## config.mk

```make
export PLATFORM = sky130hd
export DESIGN_NAME = pio_bus_arbiter
export DESIGN_NICKNAME = d
export VERILOG_FILES = /design/src/rtl/pio_bus_arbiter.sv
export SDC_FILE = /design/constraint.sdc
export NUM_CORES = 1
export LEC_CHECK = 0
export ABC_AREA = 1
export CORE_ASPECT_RATIO = 1.5
export CORE_MARGIN = 1.5
export CORE_UTILIZATION = 38
export DETAILED_ROUTE_END_ITERATION = 8
export PLACE_DENSITY = 0.79
export SYNTH_ARGS = -nofsm -noshare
export SYNTH_HDL_FRONTEND = slang
export SYNTH_SLANG_ARGS = --single-unit
```

## constraint.sdc

```tcl
create_clock -name clk -period 1.39 [get_ports clk]
set_clock_uncertainty 0.2 [all_clocks]
set_input_delay 0.3475 -clock clk [delete_from_list [all_inputs] [get_ports clk]]
set_output_delay 0.3475 -clock clk [all_outputs]
set_load 0.01 [all_outputs]
```

## src/rtl/pio_bus_arbiter.sv

```systemverilog
// ---------------------------------------------------------------------------
// pio_bus_arbiter
//
// Shares one 8-bit PIO CPU-style bus between two independent requesters.
// Requests are arbitrated round-robin. Each granted access is sequenced
// as SETUP (1 cycle), STROBE (STROBE_CYCLES cycles) and HOLD (1 cycle),
// followed by at least one IDLE cycle with cs_n high. Strobes are active
// low and stay low across at least one rising clk edge, because the PIO
// derives its register clocks from them.
//
// Ports:
//   clk, reset             system clock, synchronous active-low reset
//   rN_req                 level request from requester N (N = 0, 1)
//   rN_we                  1 = write, 0 = read
//   rN_addr, rN_wdata      access address / write data, sampled at grant
//   rN_ack                 one-cycle completion pulse (HOLD cycle)
//   rN_rdata               last read result for requester N
//   addr, data_tx          PIO address / write data (always driven)
//   data_rx                PIO read data
//   cs_n, oe_n, we_n       PIO chip select, read strobe, write strobe
//   busy                   high whenever the FSM is not in IDLE
//   grant_id               requester currently or most recently served
//
// Handshake: a requester holds rN_req high with stable fields until it is
// granted; fields are captured at the grant edge. rN_ack pulses for one
// cycle when the access completes. Dropping rN_req early does not abort
// an access; rN_req still high in IDLE counts as a new request.
//
// All outputs are registered.
// ---------------------------------------------------------------------------
module pio_bus_arbiter #(
    parameter int ADDR_W        = 2,
    parameter int DATA_W        = 8,
    parameter int STROBE_CYCLES = 2
) (
    input  logic              clk,
    input  logic              reset,
    input  logic              r0_req,
    input  logic              r0_we,
    input  logic [ADDR_W-1:0] r0_addr,
    input  logic [DATA_W-1:0] r0_wdata,
    output logic              r0_ack,
    output logic [DATA_W-1:0] r0_rdata,
    input  logic              r1_req,
    input  logic              r1_we,
    input  logic [ADDR_W-1:0] r1_addr,
    input  logic [DATA_W-1:0] r1_wdata,
    output logic              r1_ack,
    output logic [DATA_W-1:0] r1_rdata,
    output logic [ADDR_W-1:0] addr,
    output logic [DATA_W-1:0] data_tx,
    input  logic [DATA_W-1:0] data_rx,
    output logic              cs_n,
    output logic              oe_n,
    output logic              we_n,
    output logic              busy,
    output logic              grant_id
);

    typedef enum logic [1:0] {
        IDLE   = 2'd0,
        SETUP  = 2'd1,
        STROBE = 2'd2,
        HOLD   = 2'd3
    } state_t;

    // The counter counts remaining STROBE cycles after the current one.
    localparam logic [3:0] CNT_LOAD = 4'(STROBE_CYCLES - 1);

    state_t            state, state_d;
    logic [3:0]        cnt, cnt_d;
    logic              wr, wr_d;
    logic              pick;
    logic [ADDR_W-1:0] addr_d;
    logic [DATA_W-1:0] data_tx_d;
    logic              grant_id_d;
    logic              r0_ack_d, r1_ack_d;
    logic [DATA_W-1:0] r0_rdata_d, r1_rdata_d;

    // Next-state and next-register-value logic.
    always_comb begin
        state_d    = state;
        cnt_d      = cnt;
        wr_d       = wr;
        pick       = 1'b0;
        addr_d     = addr;
        data_tx_d  = data_tx;
        grant_id_d = grant_id;
        r0_ack_d   = 1'b0;
        r1_ack_d   = 1'b0;
        r0_rdata_d = r0_rdata;
        r1_rdata_d = r1_rdata;

        case (state)
            IDLE: begin
                if (r0_req || r1_req) begin
                    // Under contention serve the one not served last.
                    pick       = (r0_req && r1_req) ? ~grant_id : r1_req;
                    grant_id_d = pick;
                    wr_d       = pick ? r1_we    : r0_we;
                    addr_d     = pick ? r1_addr  : r0_addr;
                    data_tx_d  = pick ? r1_wdata : r0_wdata;
                    state_d    = SETUP;
                end
            end
            SETUP: begin
                state_d = STROBE;
                cnt_d   = CNT_LOAD;
            end
            STROBE: begin
                if (cnt == 4'd0) begin
                    // Last strobe edge: capture read data, ack lands in HOLD.
                    state_d = HOLD;
                    if (!wr) begin
                        if (grant_id) r1_rdata_d = data_rx;
                        else          r0_rdata_d = data_rx;
                    end
                    if (grant_id) r1_ack_d = 1'b1;
                    else          r0_ack_d = 1'b1;
                end else begin
                    cnt_d = cnt - 4'd1;
                end
            end
            HOLD: begin
                state_d = IDLE;
            end
            default: begin
                state_d = IDLE;
            end
        endcase
    end

    // State and output registers. Bus controls are decoded from the next
    // state so they appear in the same cycle as the state they belong to.
    always_ff @(posedge clk) begin
        if (!reset) begin
            state    <= IDLE;
            cnt      <= 4'd0;
            wr       <= 1'b0;
            addr     <= '0;
            data_tx  <= '0;
            grant_id <= 1'b1;
            r0_ack   <= 1'b0;
            r1_ack   <= 1'b0;
            r0_rdata <= '0;
            r1_rdata <= '0;
            cs_n     <= 1'b1;
            oe_n     <= 1'b1;
            we_n     <= 1'b1;
            busy     <= 1'b0;
        end else begin
            state    <= state_d;
            cnt      <= cnt_d;
            wr       <= wr_d;
            addr     <= addr_d;
            data_tx  <= data_tx_d;
            grant_id <= grant_id_d;
            r0_ack   <= r0_ack_d;
            r1_ack   <= r1_ack_d;
            r0_rdata <= r0_rdata_d;
            r1_rdata <= r1_rdata_d;
            cs_n     <= (state_d == IDLE);
            oe_n     <= !((state_d == STROBE) && !wr_d);
            we_n     <= !((state_d == STROBE) && wr_d);
            busy     <= (state_d != IDLE);
        end
    end

endmodule

```

Yosys cells after proc, flatten, opt, wreduce, memory -nomap -nowiden
Index checks and enable logic that the tools add are counted.
Word-level totals
  register bits after elaboration: 40
  input bits: 34
  output and inout port bits: 33
Operators by class
  add/subtract/negate cells: 1
  equal/unequal tests: 5
  multiplexer cells: 13
  bitwise logic cells: 2
  reduce and logical (&&, ||, !) cells: 17
Operators with widths (number)
  2-to-1 mux 8 bit: 1
  case mux 2 bit (4 select lines): 1
  case mux 4 bit (2 select lines): 1
  AND reduction 4 bit: 2
  == test 2 bit (second input constant): 3
  2-to-1 mux 1 bit: 6
  2-to-1 mux 2 bit: 3
  zero test 2 bit: 2
  zero test 4 bit: 1
  2-to-1 mux 4 bit: 1
  AND reduction 2 bit: 2
  nonzero test 2 bit: 2
  subtractor 4 x 1 -> 4 bit (second input constant): 1
  logical AND 1 bit: 3
  zero test 1 bit: 3
  AND reduction 3 bit: 1
  == test 2 x 1 -> 1 bit (second input constant): 1
  inequality test 2 bit (second input constant): 1
  inverter 1 bit: 2
  logical OR 1 bit: 1

Depth between registers and ports, before layout
Gate-level depths: netlist (run 1).
  depth in word-level cells: 8
  gate-level depth with buffers: 8
  mapped depth without buffers: 8

Worst setup path before layout (run 1)
No wires, ideal clock.
  path type: reg2reg
  start: register state[0]
  end: register cnt[3]
  setup time: 110 ps
  data arrival time: 1223 ps
  required time: 1080 ps
  setup slack: -142 ps
  stages on the path, launching flop included: 8
  path buffers: 0
  clock period less this slack: 1532 ps
  path through: dfxtp_1 > inv_1 > ha_1 > or2_2 > nand3_1 > nand2_1 > inv_1 > nor2_1
On the way
  word-level cells in the longest chain between the ends: 3
  elaborated cells on any way between the ends: 6
  classes of those cells: 3 x eq/ne; 1 x mux; 2 x reduce/logical
Ends and longest elaborated chain
  start: declaration: RTL line 70  | state_t state, state_d;
  start signal: assignment: RTL line 152  | state <= state_d;
  == test 2 bit or == test 2 x 1 -> 1 bit (tied branches): RTL line 94  | case (state)
  inequality test 2 bit (no source line) or nonzero test 2 bit (tied branches)
  AND reduction 2 bit (no source line)
  end signal: assignment: RTL line 153  | cnt <= cnt_d;
  end: declaration: RTL line 71  | logic [3:0] cnt, cnt_d;
Parallel ways exist; a longest one is shown, timed or not.
A chain may end at the register's enable or synchronous reset.

Worst setup path after layout (run 1)
  start: register state[0]
  end: register r0_rdata[0]
On the way
  word-level cells in the longest chain between the ends: 2
Ends and longest elaborated chain
  == test 2 bit: RTL line 94
  AND reduction 4 bit (no source line)
  end signal: assignment: RTL line 160  | r0_rdata <= r0_rdata_d;
  end: declaration: RTL line 43  | output logic [DATA_W-1:0] r0_rdata,
Every way passes these cells.

==> impl_metrics.tcl, run 1 <==
set metrics [dict create \
    wl_per_cell_um 14.5 \
    period_minus_slack_ns 1.50 \
    antenna_found_initial 0 \
    fp.dieH_um 84.2 \
    synth.avg_cell_area_um2 7.66 \
    port_buffers 66 \
    maxSlewViolCount 0 \
    path_cells "inv_4 > ha_4 > nand3_4 > buf_8 > nor3_1 > nor2_1" \
    p_clk_share_pct 13.5 \
    clk_pin_slew_ns 0.08 \
    ys.flop_type "dfxtp_1" \
    drtPass1Iterations 4 \
    switching_share_pct 40.0 \
    core-area_um2 4210 \
    insertedDiodeCount 0 \
    nNetsFinal 358 \
    grt_pass1_vias 1877 \
    grt_pass1_wl_um 7910 \
    cp_data_arrival_time_ns 1.48 \
    setup_viol 34 \
    fin_crit_sh_pct 108 \
    synth_common_cells "40 x dfxtp_1, 38 x nand2_1, 32 x nor2_1, 24 x o21ai_0, 18 x nor3_1" \
    worst_slew_pin_slew_ns 0.261 \
    rsz0062_at_grt "yes" \
    internal_power_mw 3.28 \
    cts_buffers 5 \
    syn_inst 218 \
    seq_power_share_pct 31.1 \
    hold_buffers 0 \
    slowest_delay_ns 0.34 \
    comb_power_share_pct 55.4 \
    ir_drop_mv 1.41 \
    ant_nets 0 \
    synth_top_cell_area_share_pct 48.0 \
    synth.most_common_cell "dfxtp_1" \
    max_clock_freq_ghz 0.667 \
    min_path_type "reg -> reg" \
    via_per_inst 5.16 \
    worstPathRequired_ns 1.37 \
    async_flop_share_pct 0 \
    drv_cap 0 \
    yosysWarningCount 0 \
    fin_ws_ns -0.108 \
    slew_headroom_pct 82.6 \
    worstPathMaxFanout 12 \
    drc_errors 0 \
    final_cell_area_um2 2900 \
    cts_tree "yes" \
    start_kind "flip-flop" \
    place_congestion 0.824 \
    violations "negative setup slack" \
    clock_latency_ns 0.28 \
    cts_root_buffer "clkbuf_8" \
    clock-sinks 40 \
    cp_slowest_cell "dfxtp_2" \
    ys_seq_area_share_pct 48.0 \
    synth_area_um2 1670 \
    setup.worst_path.end_class "flip-flop" \
    synth_area_leader_cell "dfxtp_1" \
    ys_ff_latch 40 \
    dp_hpwl_um 3250 \
    synthToLayoutAreaGrowth_pct 73.9 \
    leakage_nw 1.30 \
    critPathKind "reg -> reg" \
    vias 1880 \
    status "complete, but fails checks" \
    switchingPower_mw 2.18 \
    ys_types 24 \
    cts.path.max_buffers 2 \
    dieArea_um2 4810 \
    dp_slack_ns -0.420 \
    grt_max_degree 14 \
    powerDensity_nw_per_um2 1880 \
    wirelength_um 5270 \
    start_util_pct 39.7 \
    grt_usage_pct 20.5 \
    netlist_top_cells_area "dfxtp_1 48%, nand2_1 8.5%, o21ai_0 7.2%" \
    synth_edf_count 0 \
    ios 67 \
    hold_viol_final 0 \
    fp-row-count 29 \
    fill_cells 328 \
    placedInstanceArea_um2 2550 \
    overflow 0 \
    layout-drive-gt1-share_pct 49.4 \
    syn_nets 258 \
    htree_num_levels 2 \
    final_util_pct 69.0 \
    drtIter0Drc 26 \
    die_w_um 57.1 \
]
[layer usage]
layer,wire length (um),track usage [%]
met5,0,0
met2,3060,38.8
met4,137,9.73
met1,1820,20.0
met3,252,5.08
[logic make-up (layout without fill, tap and decap cells)]
kind of cell | count (synthesis) | in the layout | share of synthesized area (%)
flops | 40 | 40 | 48.0
compound gates | 45 | 45 | 13.9
fa+ha+maj | 6 | 6 | 4.50
buf+inv | 24 | 124 | 6.37
simple gates | 103 | 103 | 27.3
[layout make-up]
cell class              count  area, um2  area share, %
multi-input cells         154       1000           34.4
repair buffers            101        866           29.8
flip-flops and latches     40        833           28.7
clock buffers               5       68.8           2.37
inverters                  16       65.1           2.24
well taps                  46       57.6           1.98
clock inverters             2       12.5          0.431
[worst max-delay path, delay by kind of cell (launching register included)]
kind	cells	cell delay, ns
simple gates	3	0.39
flops	1	0.34
buf+inv	2	0.29
fa+ha+maj	1	0.18
[placed cells by master, fill, tap and decap left out, types with 3 or more instances in the layout]
| cell | count |
|---|---|
| nand2_1 | 30 |
| clkdlybuf4s50_1 | 30 |
| nor2_1 | 29 |
| buf_2 | 26 |
| dfxtp_2 | 23 |
| buf_4 | 23 |
| o21ai_1 | 16 |
| dfxtp_1 | 16 |
| a21oi_2 | 12 |
| nor3_2 | 9 |
| o21ai_2 | 8 |
| inv_1 | 8 |
| nor3_1 | 8 |
| nand2_2 | 7 |
| buf_6 | 7 |
| inv_2 | 6 |
| clkbuf_8 | 5 |
| a21oi_1 | 4 |
| o21ai_0 | 4 |
| nand3_1 | 4 |
| ha_4 | 4 |
| clkbuf_2 | 4 |
| nor2_2 | 3 |
| nor2_4 | 3 |
| nand3_2 | 3 |
| dlygate4sd2_1 | 3 |
| clkdlybuf4s15_1 | 3 |
[through the flow]
step	setup TNS, ns	hold slack [ns]	total power [mW]	cells
floorplan	0	0.239	2.86	218
global placement	-9.91	0.247	3.88	346
detailed placement	-10.58	0.256	3.93	346
CTS	-1.26	0.270	5.00	358
global route	-4.66	0.296	5.80	364
finish	-2.32	0.278	5.46	364
[power groups by stage]
stage | registers, mW | clock network [mW] | logic (mW)
CTS | 1.67 | 0.748 | 2.58
floorplan | 1.76 | 0 | 1.10
global route | 1.73 | 0.803 | 3.27
detailed placement | 1.65 | 0 | 2.28
global placement | 1.65 | 0 | 2.23
finish | 1.70 | 0.737 | 3.03
[sequential cells by signal, summed over array words and instances, names as in the netlist]
| register | count |
|---|---|
| wr | 1 |
| grant_id | 1 |
| addr | 2 |
| r1_rdata | 8 |
| data_tx | 8 |
| oe_n | 1 |
| busy | 1 |
| r1_ack | 1 |
| r0_ack | 1 |
| state | 2 |
| cs_n | 1 |
| r0_rdata | 8 |
| we_n | 1 |
| cnt | 4 |
[final timing paths]
kind,startpoint,endpoint,slack (ns),cells past startpoint
max,state[0],r0_rdata[0],-0.11,6
min,r0_rdata[5],r0_rdata[5],0.28,2
max reg2reg,state[0],r0_rdata[0],-0.11,6
min reg2reg,r0_rdata[5],r0_rdata[5],0.28,2
[what timing repair did]
item / in CTS / in global routing
gates resized for setup: 177 / 61
pin swaps: 6 / 18
setup endpoints to repair: 68 / 52
setup buffers: 4 / 5
cloned: 1 / 1
Note: power is estimated with default switching activity, not from simulation.
==> inputs of run 2 (changes only) <==
- CORE_ASPECT_RATIO: 1.5 -> default
- CORE_UTILIZATION: 38 -> 37
- PLACE_DENSITY: 0.79 -> 0.77
- SLEW_MARGIN: default -> 20
==> impl_metrics.tcl, run 2 (synthesis gave the netlist of run 1 again) <==
set metrics [dict create \
    nNetsFinal 355 \
    slew_headroom_pct 82.3 \
    min_to "cnt[1]" \
    synthToLayoutAreaGrowth_pct 68.8 \
    layout-drive-gt1-share_pct 49.7 \
    cts_tree "yes" \
    switching_share_pct 39.5 \
    top_layer_used "met4" \
    grt_pass1_vias 1785 \
    critPathKind "reg -> reg" \
    hold_buffers 0 \
    maxSlewViolCount 0 \
    core-area_um2 4350 \
    cts_buffers 5 \
    cp_data_arrival_time_ns 1.48 \
    r2r_end "data_tx[4]" \
    worst_slew_pin_slew_ns 0.265 \
    fp-row-count 24 \
    worstPathRequired_ns 1.42 \
    die_w_um 70.2 \
    grt_usage_pct 19.3 \
    start_util_pct 38.3 \
    largestRegisters "data_tx (8), r0_rdata (8), r1_rdata (8)" \
    clk_pin_slew_ns 0.08 \
    min_from "cnt[1]" \
    r2r_cells 8 \
    drtPass1Iterations 4 \
    timing.rr.start "state[1]" \
    port_buffers 66 \
    ant_nets 0 \
    vias 1813 \
    leakage_nw 1.27 \
    drc_errors 0 \
    final_common_cell "clkdlybuf4s50_1" \
    dieArea_um2 4920 \
    fin_ws_ns -0.0658 \
    drtIter0Drc 60 \
    ir_drop_mv 0.757 \
    clock-sinks 40 \
    setup_viol 33 \
    grt_max_degree 16 \
    total_power_mw 5.12 \
    fill_cells 377 \
    insertedDiodeCount 0 \
    final_cell_mix "31 x clkdlybuf4s50_1, 30 x nor2_1, 29 x nand2_1" \
    powerDensity_nw_per_um2 1820 \
    cts.path.max_buffers 2 \
    fin_crit_sh_pct 105 \
    ios 67 \
    dp.cells 355 \
    worstPathMaxFanout 10 \
    wirelength_um 4710 \
    violations "negative setup slack" \
    rsz0062_at_grt "yes" \
    drv_cap 0 \
    seq_power_share_pct 33.1 \
    min_path_type "reg -> reg" \
    grt_pass1_wl_um 7600 \
    comb_power_share_pct 52.0 \
    setup.worst_path.end_class "flip-flop" \
    internal_power_mw 3.10 \
    status "complete, but fails checks" \
    fp.dieH_um 70.2 \
    tns_ns -1.30 \
    cts_root_buffer "clkbuf_8" \
    wl_met2_um 2410 \
    clock_latency_ns 0.30 \
    hold_viol_final 0 \
    start_kind "flip-flop" \
    dp_hpwl_um 3220 \
    switchingPower_mw 2.02 \
    dr_wl_met3_um 280 \
    place_congestion 0.799 \
    r2r_slack_ns -0.07 \
    final_cells 368 \
    htree_num_levels 2 \
    min_path_cells 2 \
    p_clk_share_pct 15.0 \
    period_minus_slack_ns 1.46 \
    antenna_found_initial 0 \
    drt-met1-wl_um 1950 \
    wl_per_cell_um 12.8 \
    overflow 0 \
    max_clock_freq_ghz 0.687 \
    dp_slack_ns -0.502 \
    via_per_inst 4.93 \
]
-- run 2: cell count changes in the layout (fill, tap and decap cells not counted), moves of 3 or more --
| cell | previous run | this run |
|---|---|---|
| nor3_2 | 9 | 15 |
| nor3_1 | 8 | 3 |
| o21ai_1 | 16 | 21 |
| o21ai_0 | 4 | 0 |
| a21oi_1 | 4 | 7 |
| a21oi_2 | 12 | 9 |
| clkdlybuf4s15_1 | 3 | 0 |
| inv_1 | 8 | 11 |
| inv_2 | 6 | 3 |
-- run 2: worst max-delay path by stage --
stage             endpoint  cells after the start      from  slack [ns]
2_1_floorplan      addr[0]                      8  state[0]       0.004
5_1_grt            addr[1]                      8  state[1]       -0.14
3_5_place_dp    data_tx[2]                      7    r1_req       -0.50
6_report        data_tx[4]                      8  state[1]       -0.07
3_3_place_gp    data_tx[7]                      7    r1_req       -0.43
4_1_cts        r1_rdata[6]                      7  state[0]       -0.07
-- run 2: final cells by class --
class / instances / area, um2 / area share, %
Tap cell: 52 / 65.1 / 2.31
Sequential cell: 40 / 836 / 29.7
Clock buffer: 5 / 68.8 / 2.44
Timing Repair Buffer: 98 / 788 / 28.0
Multi-Input combinational cell: 154 / 976 / 34.6
Clock inverter: 3 / 18.8 / 0.666
Inverter: 16 / 65.1 / 2.31
-- run 2: routing by layer --
metal | vias up | track usage [%]
met1 | 840 | 21.7
li1 | 907 | -
met2 | 58 | 34.6
met4 | 0 | 8.12
met5 | - | 0
met3 | 8 | 4.62
-- run 2: power by group through the flow --
| stage | clock [mW] | combinational, mW | sequential, mW |
|---|---|---|---|
| after detailed placement | 0 | 2.32 | 1.66 |
| after CTS | 0.782 | 2.65 | 1.67 |
| final | 0.766 | 2.66 | 1.69 |
| after global routing | 0.832 | 2.91 | 1.74 |
| after floorplan | 0 | 1.10 | 1.76 |
| after global placement | 0 | 2.25 | 1.65 |
-- run 2: through the flow --
step,hold slack [ns],area (um2),util (%)
3_5_place_dp,0.249,2600,59.6
4_1_cts,0.260,2800,64.3
3_3_place_gp,0.248,2600,59.6
2_1_floorplan,0.239,1690,-
5_1_grt,0.277,2820,64.7
6_report,0.258,2820,64.7
-- run 2: what timing repair did --
action,in CTS,in global routing
pin swaps,5,20
cloned,2,0
gates resized for setup,190,49
endpoints found under the setup margin,69,48
buffers inserted,4,1
-- run 2: worst max-delay path: stages (launching register included) --
cell and delay [ns]:
dfxtp_4 0.37, inv_4 0.07, ha_4 0.14, inv_2 0.04, nor2_4 0.15, buf_6 0.15
buf_16 0.12, o21ai_1 0.06, nor2_1 0.09
==> RTL edit 1, RTL diff (settings of run 1) <==
Re-encode `state_t` (4 states) as Gray code, 2 bits wide.
--- a/src/rtl/pio_bus_arbiter.sv
+++ b/src/rtl/pio_bus_arbiter.sv
@@ -59,8 +59,8 @@
 
     typedef enum logic [1:0] {
-        IDLE   = 2'd0,
-        SETUP  = 2'd1,
-        STROBE = 2'd2,
-        HOLD   = 2'd3
+        IDLE   = 2'b00,
+        SETUP  = 2'b01,
+        STROBE = 2'b11,
+        HOLD   = 2'b10
     } state_t;
 
Check against the original RTL: no difference found for any inputs over 10 cycles, from zero or initial values and one cycle with reset low; not proved beyond that.
==> RTL edit 1 against run 1 <==
The flow still finishes with violations (setup timing). Global-route usage decreased by 1.9 points. Worst setup slack better by 0.093 ns. Critical path depth is 2 higher. Cell area shrank 7.8%. Wire length decreased by 14%. Synthesized area rose by 5.2%. Sequential cell count unchanged. Via count fell by 3.5%. Critical path type unchanged.
Power is not compared: it rests on default switching activity, and its combinational part moved more than twofold at a synthesized area within 25%.
==> RTL edit 1: results (changes against run 1) <==
Placement:
- The number of port buffers came to 66 (unchanged).
- The cell count after placement was 365 (was 346).
- The setup slack after placement is -0.4816 ns (was -0.4202 ns).
- The final weighted congestion in routability-driven placement is 0.7996 (was 0.8237).
- The half-perimeter wire length after placement is 3427 um (was 3246 um).

Routing:
- The ratio of routed vias to standard cells is 4.824 (was 5.165).
- The met2 wire length was 2513 um (was 3059 um).
- The aggregate routed wire length came to 4554 um (was 5272 um).
- The initial DRC count came to 37 (was 26).

Timing:
- The worst-case setup margin in the final layout was -0.01548 ns (was -0.1082 ns).
- The transition time at the pin with the least slew margin is 0.2893 ns (was 0.2606 ns).
- The total setup violations reported at the end of the flow came to 12 (was 34).

Yosys:
- The post-synthesis sequential area ratio came to 45.58% (was 47.98%).
- The most common cell in the synthesized netlist is sky130_fd_sc_hd__nand2_1 (was sky130_fd_sc_hd__dfxtp_1).
- The primary flip-flop cell chosen by synthesis mapping is sky130_fd_sc_hd__dfxtp_1 (unchanged).
- Most instantiated cells after synthesis: sky130_fd_sc_hd__nand2_1 (66), sky130_fd_sc_hd__dfxtp_1 (40), sky130_fd_sc_hd__nor2_1 (36) (was sky130_fd_sc_hd__dfxtp_1 (40), sky130_fd_sc_hd__nand2_1 (38), sky130_fd_sc_hd__nor2_1 (32)).
- The net count after synthesis is 278 (was 258).
- The area share of fa/ha/maj cells after synthesis is 0.7123% (was 4.498%).
- The average instance area after synthesis came to 7.229 sq um (was 7.656 sq um).
- The compound-cell area share of the yosys netlist was 7.123% (was 13.87%).

Global routing:
- The routing usage on met3 is 4.627% (was 5.085%).
- The first-pass GRT wire length is 7162 um (was 7914 um).
- The met2 track utilization from global routing is 33.81% (was 38.77%).
- The routing usage on met1 is 19.42% (was 20.04%).
- The global-route usage over all layers came to 18.57% (was 20.51%).
- The via count of the first global-routing pass is 1637 (was 1877).
- The pin count of the biggest net entering global routing is 20 (was 14).

Final layout:
- The layout net count is 362 (was 358).
- The fraction of final layout cells with drive strength greater than 1 is 38.41% (was 49.37%).
- The final cell count without fillers is 376 (was 364).

Run status:
- Status: complete, but fails checks (unchanged).
- Violations in the final reports: setup timing (unchanged).

Clocking:
- After clock tree synthesis, the clock-pin slew on the worst setup and hold paths is ~0.07 ns.

Critical path:
- The highest fanout seen on the critical path is 16 (was 12).
## RTL edit 1: cell count changes in the layout (fill, tap and decap cells not counted), moves of 5 or more
cell                      change
sky130_fd_sc_hd__a21oi_2     -11
sky130_fd_sc_hd__a21oi_1     +11
sky130_fd_sc_hd__nor3_1       -5
sky130_fd_sc_hd__o21ai_1     -16
sky130_fd_sc_hd__nand2_1     +28
sky130_fd_sc_hd__inv_1        +5
sky130_fd_sc_hd__nand3_1     +14
sky130_fd_sc_hd__nor2_2       +7
sky130_fd_sc_hd__o21ai_2      -8
sky130_fd_sc_hd__nor2_1       +6
sky130_fd_sc_hd__buf_4        -9
sky130_fd_sc_hd__nor3_2       -9
## RTL edit 1: path summary, 6_finish.rpt
| path | start | to | slack [ns] | cells past startpoint |
|---|---|---|---|---|
| worst max-delay path | cnt[1] | r0_rdata[1] | -0.02 | 8 |
| worst min-delay path | r0_rdata[7] | r0_rdata[7] | 0.26 | 2 |
| worst max register to register | cnt[1] | r0_rdata[1] | -0.02 | 8 |
| worst min register to register | r0_rdata[7] | r0_rdata[7] | 0.26 | 2 |
## RTL edit 1: what timing repair did
item                                    4_1_cts  5_1_grt
hold buffers                                  0        0
endpoints found under the setup margin       67       53
setup buffers                                 1        1
pin swaps                                     4        7
resized for setup                           134       50
gates cloned                                  0        1
## RTL edit 1: metrics by stage
| step | cell area (sq um) | total power, mW | setup TNS, ns |
|---|---|---|---|
| 2_1_floorplan | 1774 | 1.935 | 0 |
| 3_3_place_gp | 2599 | 2.386 | -10.20 |
| 3_5_place_dp | 2599 | 2.414 | -11.05 |
| 4_1_cts | 2691 | 3.169 | -0.002943 |
| 5_1_grt | 2675 | 3.457 | -1.428 |
| 6_report | 2675 | 3.259 | -0.08950 |
## RTL edit 1: power groups by stage
stage	combinational [mW]	sequential [mW]	clock, mW
detailed placement	1.05	1.36	0
global placement	1.03	1.36	0
global route	1.25	1.37	0.844
floorplan	0.536	1.40	0
finish	1.13	1.35	0.770
CTS	1.03	1.35	0.791
## RTL edit 1: kinds of logic (layout without fill, tap and decap cells)
logic type	after synthesis	in the layout
adder cells (fa/ha/maj)	1	1
flip-flops	40	40
buffers and inverters	32	117
AND/OR/NAND/NOR	145	145
AO/OA/AOI/OAI	25	25
## RTL edit 1: layout make-up
| class | instances | area, sq um |
|---|---|---|
| fill | 404 | 1792 |
| multi-input combinational | 171 | 920.9 |
| sequential | 40 | 828.3 |
| timing repair buffer | 87 | 685.7 |
| clock buffer | 8 | 90.09 |
| inverter | 22 | 90.09 |
| tap | 48 | 60.06 |
==> RTL edit 2, RTL diff (settings of run 1) <==
Made on the original files. Change the parameter `DATA_W` from 8 to 12.
--- a/src/rtl/pio_bus_arbiter.sv
+++ b/src/rtl/pio_bus_arbiter.sv
@@ -31,5 +31,5 @@
 module pio_bus_arbiter #(
     parameter int ADDR_W        = 2,
-    parameter int DATA_W        = 8,
+    parameter int DATA_W        = 12,
     parameter int STROBE_CYCLES = 2
 ) (
Interface: changed (6 resized); port bits go from 67 to 91. The function was not compared with the original's and may differ.
==> RTL edit 2 against run 1 <==
The flow still finishes with violations (setup timing). Sequential cell count grew 12. Non-clock buffer count grew 39. Global-route usage grew 0.63 points. Synthesized area grew 31%. Power grew 28%. Fmax shrank 5.5%. Core utilization shrank 0.11 points. Worst setup slack lost 0.088 ns. Wire length grew 31%. Cell area grew 30%. Worst hold slack lost 0.0082 ns. Critical path type unchanged. Highest routed layer unchanged.
==> RTL edit 2: results (changes against run 1) <==
Run status:
- Status: complete, but fails checks (unchanged).
- Violations in the final reports: setup timing (unchanged).

Clocking:
- The clock transition at the registers of the reported paths is 0.10 ns (was 0.08 ns).
- The clock latency at the later pin of the worst-skew pair is 0.30 ns (was 0.28 ns).

Timing:
- The total setup violations reported at the end of the flow is 51 (was 34).
- The max-slew headroom at the worst pin is 77.52% (was 82.60%).
- The aggregate negative setup slack came to -6.630 ns (was -2.325 ns).
- The worst hold slack after final layout is 0.2697 ns (was 0.2779 ns).
- The worst-case setup margin in the final layout was -0.1958 ns (was -0.1082 ns).

Routing:
- The detailed-routed wire length on met3 came to 367 um (was 252 um).
- The ratio of routed vias to standard cells came to 4.963 (was 5.165).
- The wire length on met1 is 2576 um (was 1822 um).
- The met2 wire length is 3817 um (was 3059 um).
- The top layer used by detailed routing was met4 (unchanged).

Final layout:
- The layout net count is 465 (was 358).
- The final cell count without fillers is 484 (was 364).
- Largest registers ranked by flip-flop count: data_tx x12, r0_rdata x12, r1_rdata x12 (was data_tx x8, r0_rdata x8, r1_rdata x8).
- The number of inserted filler cells in the final layout came to 434 (was 328).

Yosys:
- The post-synthesis sequential area ratio is 47.76% (was 47.98%).
- The net count after synthesis is 334 (was 258).
- The number of unique standard cell types used by synthesis is 26 (was 24).
- Synth top area cells: sky130_fd_sc_hd__dfxtp_1 (48%), sky130_fd_sc_hd__nand2_1 (7.4%), sky130_fd_sc_hd__nor2_1 (7.4%) (was sky130_fd_sc_hd__dfxtp_1 (48%), sky130_fd_sc_hd__nand2_1 (8.5%), sky130_fd_sc_hd__o21ai_0 (7.2%)).
- Most instantiated cells after synthesis: sky130_fd_sc_hd__dfxtp_1 (52), sky130_fd_sc_hd__nand2_1 (43), sky130_fd_sc_hd__nor2_1 (43) (was sky130_fd_sc_hd__dfxtp_1 (40), sky130_fd_sc_hd__nand2_1 (38), sky130_fd_sc_hd__nor2_1 (32)).

Critical path:
- The critical path capture point was we_n (was r0_rdata[0]).
- The depth of the most critical reg-to-reg path is 8 (was 6).
- The highest cell delay on the worst timing path is 0.37 ns (was 0.34 ns).
- The highest fanout seen on the critical path is 4 (was 12).

Placement:
- The final weighted congestion in routability-driven placement came to 0.7316 (was 0.8237).
- The half-perimeter wire length after placement is 4248 um (was 3246 um).
- The cell area reported after detailed placement was 3347 sq um (was 2554 sq um).
- The number of port buffers was 90 (was 66).

Global routing:
- The pin count of the biggest net entering global routing came to 25 (was 14).
- The global-route usage over all layers was 21.14% (was 20.51%).
- The first-pass GRT wire length came to 10440 um (was 7914 um).

Power and ir drop:
- The largest voltage drop on the vdd net is 1.003 mV (was 1.409 mV).
- The cell leakage power was 1.685 nW (was 1.304 nW).

Worst hold path:
- The sink of the worst hold path is cnt[1] (was r0_rdata[5]).
- The hold path startpoint is cnt[1] (was r0_rdata[5]).
## RTL edit 2: changes by cell type after synthesis, moves of 3 or more
cell / before / now
sky130_fd_sc_hd__o21ai_1: 3 / 25
sky130_fd_sc_hd__dfxtp_1: 40 / 52
sky130_fd_sc_hd__inv_2: 1 / 4
sky130_fd_sc_hd__o21ai_0: 24 / 14
sky130_fd_sc_hd__nor3_1: 18 / 26
sky130_fd_sc_hd__nand2_1: 38 / 43
sky130_fd_sc_hd__inv_1: 15 / 11
sky130_fd_sc_hd__buf_2: 4 / 9
sky130_fd_sc_hd__a21oi_1: 16 / 20
sky130_fd_sc_hd__nor2_1: 32 / 43
## RTL edit 2: area by class of cell
| class | count | share of cell area (%) |
|---|---|---|
| Multi-Input combinational cell | 198 | 32.10 |
| Inverter | 16 | 1.787 |
| Sequential cell | 52 | 28.92 |
| Timing Repair Buffer | 140 | 31.93 |
| Tap cell | 70 | 2.316 |
| Clock inverter | 3 | 1.125 |
| Clock buffer | 5 | 1.820 |
## RTL edit 2: cell families after synthesis
logic type      count (synthesis)  synth area share, %
compound gates                 61                14.29
fa+ha+maj                       6                3.444
simple gates                  131                27.09
flops                          52                47.76
buf+inv                        32                7.405
## RTL edit 2: worst max-delay path, delay by kind of cell, from the launching register on
family,cells,cell delay [ns]
and+or+nand+nor,3,0.26
AOI/OAI and AO/OA,1,0.16
buffers and inverters,3,0.30
DFF,1,0.37
adders and majority gates,1,0.17
## RTL edit 2: stage by stage
step / setup WS [ns] / power [mW] / utilization (%)
final: -0.1958 / 7.001 / 68.85
after global routing: -0.2490 / 7.415 / 68.85
after CTS: -0.1353 / 6.524 / 65.50
after detailed placement: -0.4955 / 5.007 / 60.95
after global placement: -0.4335 / 4.925 / 60.95
after floorplan: 0.001654 / 3.673 / -
## RTL edit 2: power by group
group	total (mW)	leakage [nW]	switching (mW)	internal, mW
combinational	3.78	1.19	1.91	1.87
clock	1.05	0.0541	0.515	0.534
sequential	2.17	0.442	0.231	1.94
total	7.00	1.69	2.65	4.35
## RTL edit 2: routing by layer
layer  vias up  track usage (%)
li1       1194                -
met1      1104            23.18
met2        89            40.64
met3        15            4.094
met4         0            6.028
met5         -                0
## RTL edit 2: timing repair
| item | in CTS | in global routing |
|---|---|---|
| setup endpoints to repair | 94 | 61 |
| buffers inserted | 9 | 8 |
| pin swaps | 15 | 27 |
| cloned | 2 | 2 |
| gates resized for setup | 243 | 54 |
| hold buffers | 0 | 0 |
